## src/rtl/simplerxmcdma_dlw_pkg.sv

```systemverilog
// Shared types and default sizing for the RX MCDMA deadlock watchdog.
package simplerxmcdma_dlw_pkg;

  typedef enum logic [1:0] {
    IDLE     = 2'd0,
    COUNTING = 2'd1,
    DEADLOCK = 2'd2
  } dlw_state_t;

  localparam int DEF_THRESHOLD = 1024;
  localparam int DEF_CNT_W     = 16;
  localparam int DEF_EVT_W     = 8;
  localparam int DEF_AXIS_N    = 3;

endpackage

```

## src/rtl/simplerxmcdma_deadlock_watchdog.sv

```systemverilog
// Turns the monitor's registered stall flag into a sticky deadlock decision once
// the stall has persisted THRESHOLD consecutive cycles; snapshots the stalled channels.
module simplerxmcdma_deadlock_watchdog
  import simplerxmcdma_dlw_pkg::*;
#(
  parameter int THRESHOLD = DEF_THRESHOLD,
  parameter int CNT_W     = DEF_CNT_W,
  parameter int EVT_W     = DEF_EVT_W,
  parameter int AXIS_N    = DEF_AXIS_N
) (
  input  logic              clock,
  input  logic              reset,
  input  logic              block,
  input  logic [AXIS_N-1:0] axis_block_sigs,
  input  logic              clear,
  output logic              deadlock,
  output logic              deadlock_pulse,
  output logic [AXIS_N-1:0] blocked_mask,
  output logic [CNT_W-1:0]  run_cycles,
  output logic [EVT_W-1:0]  event_count
);

  localparam logic [CNT_W-1:0] THR_VAL = CNT_W'(THRESHOLD);
  localparam logic [CNT_W-1:0] RUN_MAX = '1;
  localparam logic [EVT_W-1:0] EVT_MAX = '1;

  dlw_state_t        r_state;
  dlw_state_t        w_stateNxt;
  logic [CNT_W-1:0]  r_run;
  logic [CNT_W-1:0]  w_runNxt;
  logic [CNT_W-1:0]  w_runInc;
  logic [AXIS_N-1:0] r_acc;
  logic [AXIS_N-1:0] w_accNxt;
  logic [AXIS_N-1:0] r_mask;
  logic [AXIS_N-1:0] w_maskNxt;
  logic [EVT_W-1:0]  r_evt;
  logic [EVT_W-1:0]  w_evtNxt;
  logic              r_deadlock;
  logic              r_pulse;
  logic              w_pulseNxt;

  assign w_runInc = r_run + CNT_W'(1);

  always_ff @(posedge clock) begin
    if (reset) r_state <= IDLE;
    else       r_state <= w_stateNxt;
  end

  // clear is checked ahead of the threshold hit so an acknowledge always aborts the run
  always_comb begin
    w_stateNxt = r_state;
    w_runNxt   = r_run;
    w_accNxt   = r_acc;
    w_maskNxt  = r_mask;
    w_evtNxt   = r_evt;
    w_pulseNxt = 1'b0;
    case (r_state)
      IDLE: begin
        w_runNxt = '0;
        w_accNxt = '0;
        if (block) begin
          w_stateNxt = COUNTING;
          w_runNxt   = CNT_W'(1);
          w_accNxt   = axis_block_sigs;
        end
      end
      COUNTING: begin
        if (clear || !block) begin
          w_stateNxt = IDLE;
          w_runNxt   = '0;
          w_accNxt   = '0;
        end else if (w_runInc == THR_VAL) begin
          w_stateNxt = DEADLOCK;
          w_runNxt   = THR_VAL;
          w_maskNxt  = r_acc | axis_block_sigs;
          w_accNxt   = '0;
          w_pulseNxt = 1'b1;
          if (r_evt != EVT_MAX) w_evtNxt = r_evt + EVT_W'(1);
        end else begin
          w_runNxt = w_runInc;
          w_accNxt = r_acc | axis_block_sigs;
        end
      end
      DEADLOCK: begin
        if (clear) begin
          w_stateNxt = IDLE;
          w_runNxt   = '0;
          w_maskNxt  = '0;
          w_accNxt   = '0;
        end else if (block && (r_run != RUN_MAX)) begin
          w_runNxt = w_runInc;
        end
      end
      default: begin
        w_stateNxt = IDLE;
        w_runNxt   = '0;
        w_accNxt   = '0;
        w_maskNxt  = '0;
      end
    endcase
  end

  always_ff @(posedge clock) begin
    if (reset) begin
      r_run      <= '0;
      r_acc      <= '0;
      r_mask     <= '0;
      r_evt      <= '0;
      r_deadlock <= 1'b0;
      r_pulse    <= 1'b0;
    end else begin
      r_run      <= w_runNxt;
      r_acc      <= w_accNxt;
      r_mask     <= w_maskNxt;
      r_evt      <= w_evtNxt;
      r_deadlock <= (w_stateNxt == DEADLOCK);
      r_pulse    <= w_pulseNxt;
    end
  end

  assign deadlock       = r_deadlock;
  assign deadlock_pulse = r_pulse;
  assign blocked_mask   = r_mask;
  assign run_cycles     = r_run;
  assign event_count    = r_evt;

endmodule

```

## config.mk

```make
export PLATFORM = sky130hd
export DESIGN_NAME = simplerxmcdma_deadlock_watchdog
export DESIGN_NICKNAME = d
export VERILOG_FILES = /design/src/rtl/simplerxmcdma_dlw_pkg.sv /design/src/rtl/simplerxmcdma_deadlock_watchdog.sv
export SDC_FILE = /design/constraint.sdc
export NUM_CORES = 1
export LEC_CHECK = 0
export ABC_CLOCK_PERIOD_IN_PS = 4800
export CORE_MARGIN = 1
export CORE_UTILIZATION = 43
export CTS_CLUSTER_SIZE = 25
export DETAILED_ROUTE_END_ITERATION = 8
export PLACE_DENSITY = 0.78
export SYNTH_ARGS = -nofsm -noshare
export SYNTH_HDL_FRONTEND = slang
export SYNTH_SLANG_ARGS = --single-unit
```

## constraint.sdc

```tcl
create_clock -name clock -period 4.8 [get_ports clock]
set_clock_uncertainty 0.1 [all_clocks]
set_input_delay 0.96 -clock clock [delete_from_list [all_inputs] [get_ports clock]]
set_output_delay 0.96 -clock clock [all_outputs]
set_load 0.01 [all_outputs]
```

==> summary.txt <==
Outcome
  • Status: complete, no violations

Die
  • Initial Util: 45.7%
  • DIE WIDTH: 67.6 um
  • I/O pin total: 36
  • # rows: 23
  • Die height: 67.6 um
  • Placeable Area: 4060 um2
  • Die ar.: 4580 um2

Global routing
  • Number of global-route vias before repair: 1,461
  • Global-route wire length before repair: 6.97 mm
  • Gr ovfl total: 0
  • Tot GR Track Use: 20.8%
  • Largest net degree at the start of global routing: 16
  • Antenna violations before repair: 0

Layout
  • Share of cells above drive strength 1: 9.30%
  • Post-route insts no fill: 308
  • Most common cell after layout, fill and taps aside: clkdlybuf4s50_1
  • Most frequent cells in the layout: clkdlybuf4s50_1 (35), dfxtp_1 (34), nor2_1 (29), nand2_1 (11), a21oi_1 (11)
  • Final nets: 267
  • N_diodes: 0
  • Layout area overhead: 28.1%

Synth
  • Netlist cell types: 50
  • Post-synth EDFFs: 0
  • Largest family of logic cells by synthesized area: simple AND/OR/NAND/NOR gates
  • Ys flop type: dfxtp_1
  • Area share of xor/xnor cells in the synthesized design: 5.20%
  • Post-Syn Instances: 218
  • Async SR Flop Fraction: 0%
  • Share of the synthesized area in the top cell type: 36.7%
  • Synthesized area: 1850 um2
  • Compound-Gate Fraction of Synth Area: 17.7%
  • Adder-cell share of the synthesized area: 2.03%
  • Synthesis Warnings: 0
  • Mean Syn Cell Area: 8.50 um2
  • Dominant cell type by area after synthesis: dfxtp_1
  • Top cells by area, synth: dfxtp_1 (37%), nor2_1 (5.9%), xnor2_1 (3.8%)
  • Mux cell area share after synthesis: 2.36%
  • Sequential fraction of the synthesis area: 36.7%
  • Syn_nets: 228
  • Simple-gate share of the synthesized area: 33.4%
  • Flop and latch count out of synthesis: 34

Place
  • IO buf count: 35
  • DP Cell Count: 300
  • Final RePlAce weighted congestion: 0.902
  • Final HPWL DP: 3.07 mm

Timing
  • Setup TNS Final: 0 ns
  • Final setup fails: 0
  • RSZ-0062 raised after global routing: no
  • Final cycle utilization of the critical path: 61.6%
  • Worst-Margin Slew: 0.634 ns
  • Final slew viol count: 0
  • Final hold violations: 0
  • Post-layout minimum cycle time: 2.95 ns
  • Rel. slew slack: 57.6%
  • F_max: 338 MHz

Hold path
  • Worst hold start: blocked_mask[0]
  • Hold worst-path end: blocked_mask[0]
  • Hold path depth: 1
  • Hold Path Class: reg2reg

CTS
  • Cts-stage hold buffer count: 0
  • CTS Sinks: 34
  • TritonCTS Buffers: 5
  • H-tree levels: 2
  • Clock root buffer: clkbuf_8
  • Clock Tree Buf Depth: 2
  • Cts repair resizes: 0
  • Reg clk slew, reported paths: 0.07 ns
  • # Post-CTS Setup Buffers: 0
  • CTS tree: done
  • Clk_lat worst skew: 0.29 ns

Critical path
  • Worst-case reg-to-reg path depth: 7
  • Startpoint of the worst register-to-register path: run_cycles[9]
  • Startpoint types: input port
  • Highest-delay cell along the critical path: clkdlybuf4s50_1
  • Worst Path Arrival: 3.07 ns
  • R2R Setup Slk: 1.91 ns
  • Critical path fanouts, max: 7
  • Worst path max stage delay: 0.61 ns
  • WS Path Type: in2reg
  • CP Data Required Time: 4.92 ns
  • Crit path cell chain: clkdlybuf4s50_1, nand2b_1, nor3b_1, nand2_1, or4_4, or3_1, a21oi_1
  • Critical Path End Type: flop
  • Reg2reg end: run_cycles[5]

Pwr
  • Leakage: 0.803 nW
  • Pwr dens: 244 nW/um2
  • Max rail drop VDD: 0.166 mV

Routing
  • WL final: 4.27 mm
  • # DRC: 0
  • Drt wl/cell: 13.9 um
  • Antenna Nets Post-Route: 0
  • First-pass DRT Iterations: 4
  • DR iter-0 viols: 149
  • DR vias/cell: 5.63
  • DR vias: 1,734

Job
  • Max-cap violations: 0
## worst max-delay path by stage
stage | start | to | slack, ns
final | block | event_count[3] | 1.85
after global routing | block | blocked_mask[2] | 1.65
after CTS | block | event_count[3] | 1.88
after detailed placement | block | blocked_mask[2] | 1.58
after global placement | block | event_count[6] | 1.60
after floorplan | run_cycles[2] | event_count[3] | 2.17
## flip-flops by register name, indices dropped and copies added (netlist names)
signal          cells
blocked_mask        3
deadlock            1
deadlock_pulse      1
event_count         8
r_acc               3
r_state             2
run_cycles         16
## synth_stat cells (3+ instances only)
library cell	n
or3_1	6
o22ai_1	4
xor2_1	3
inv_1	7
a2bb2o_1	3
ha_1	3
mux2_2	3
dfxtp_1	34
clkbuf_1	3
and2_1	4
o31ai_1	4
nand3_1	10
nor2b_1	3
o2bb2ai_1	3
o21ai_0	10
and3_1	6
a21oi_1	11
nand4_1	4
nor2_1	29
nor3_1	9
nand2b_1	6
nand2_1	11
xnor2_1	8
## stage by stage
| step | area [um2] | setup WS [ns] | utilization, % | hold slack, ns | total power [mW] |
|---|---|---|---|---|---|
| after floorplan | 1850 | 2.17 | - | 0.382 | 0.307 |
| after global placement | 2260 | 1.60 | 55.7 | 0.349 | 0.319 |
| after detailed placement | 2260 | 1.58 | 55.7 | 0.348 | 0.320 |
| after CTS | 2370 | 1.88 | 58.5 | 0.373 | 0.583 |
| after global routing | 2370 | 1.65 | 58.5 | 0.391 | 0.603 |
| final | 2370 | 1.85 | 58.5 | 0.370 | 0.579 |
## worst max-delay path: cells and delay by family
kind,cells,cell delay [ns]
simple gates,5,1.35
compound gates,1,0.16
buf+inv,1,0.61
## kinds of logic (layout without fill, tap and decap cells)
group / Yosys count / after routing
adder cells (fa/ha/maj): 3 / 3
flip-flops: 34 / 34
XOR/XNOR: 11 / 11
AND/OR/NAND/NOR: 107 / 107
multiplexers: 4 / 4
AO/OA/AOI/OAI: 47 / 47
buffers and inverters: 12 / 52
## layout make-up
cell class / instances / area [um2]
Clock inverter: 3 / 45.0
Fill cell: 373 / 1680
Timing Repair Buffer: 37 / 365
Clock buffer: 5 / 68.8
Inverter: 7 / 26.3
Sequential cell: 34 / 681
Multi-Input combinational cell: 172 / 1120
Tap cell: 50 / 62.6
## power by group
part	internal [mW]	switching, mW
combinational	0.0127	0.0131
clock	0.154	0.111
sequential	0.285	0.00304
total	0.452	0.127
## layer usage
metal / wire length [um] / vias to the layer above / GRT usage [%]
met5: 0 / - / 0
met4: 90 / 0 / 9.84
met3: 316 / 9 / 5.74
met2: 1860 / 66 / 28.6
met1: 2000 / 781 / 29.5
li1: - / 878 / -
No activity file was read; power rests on OpenSTA's default activity.
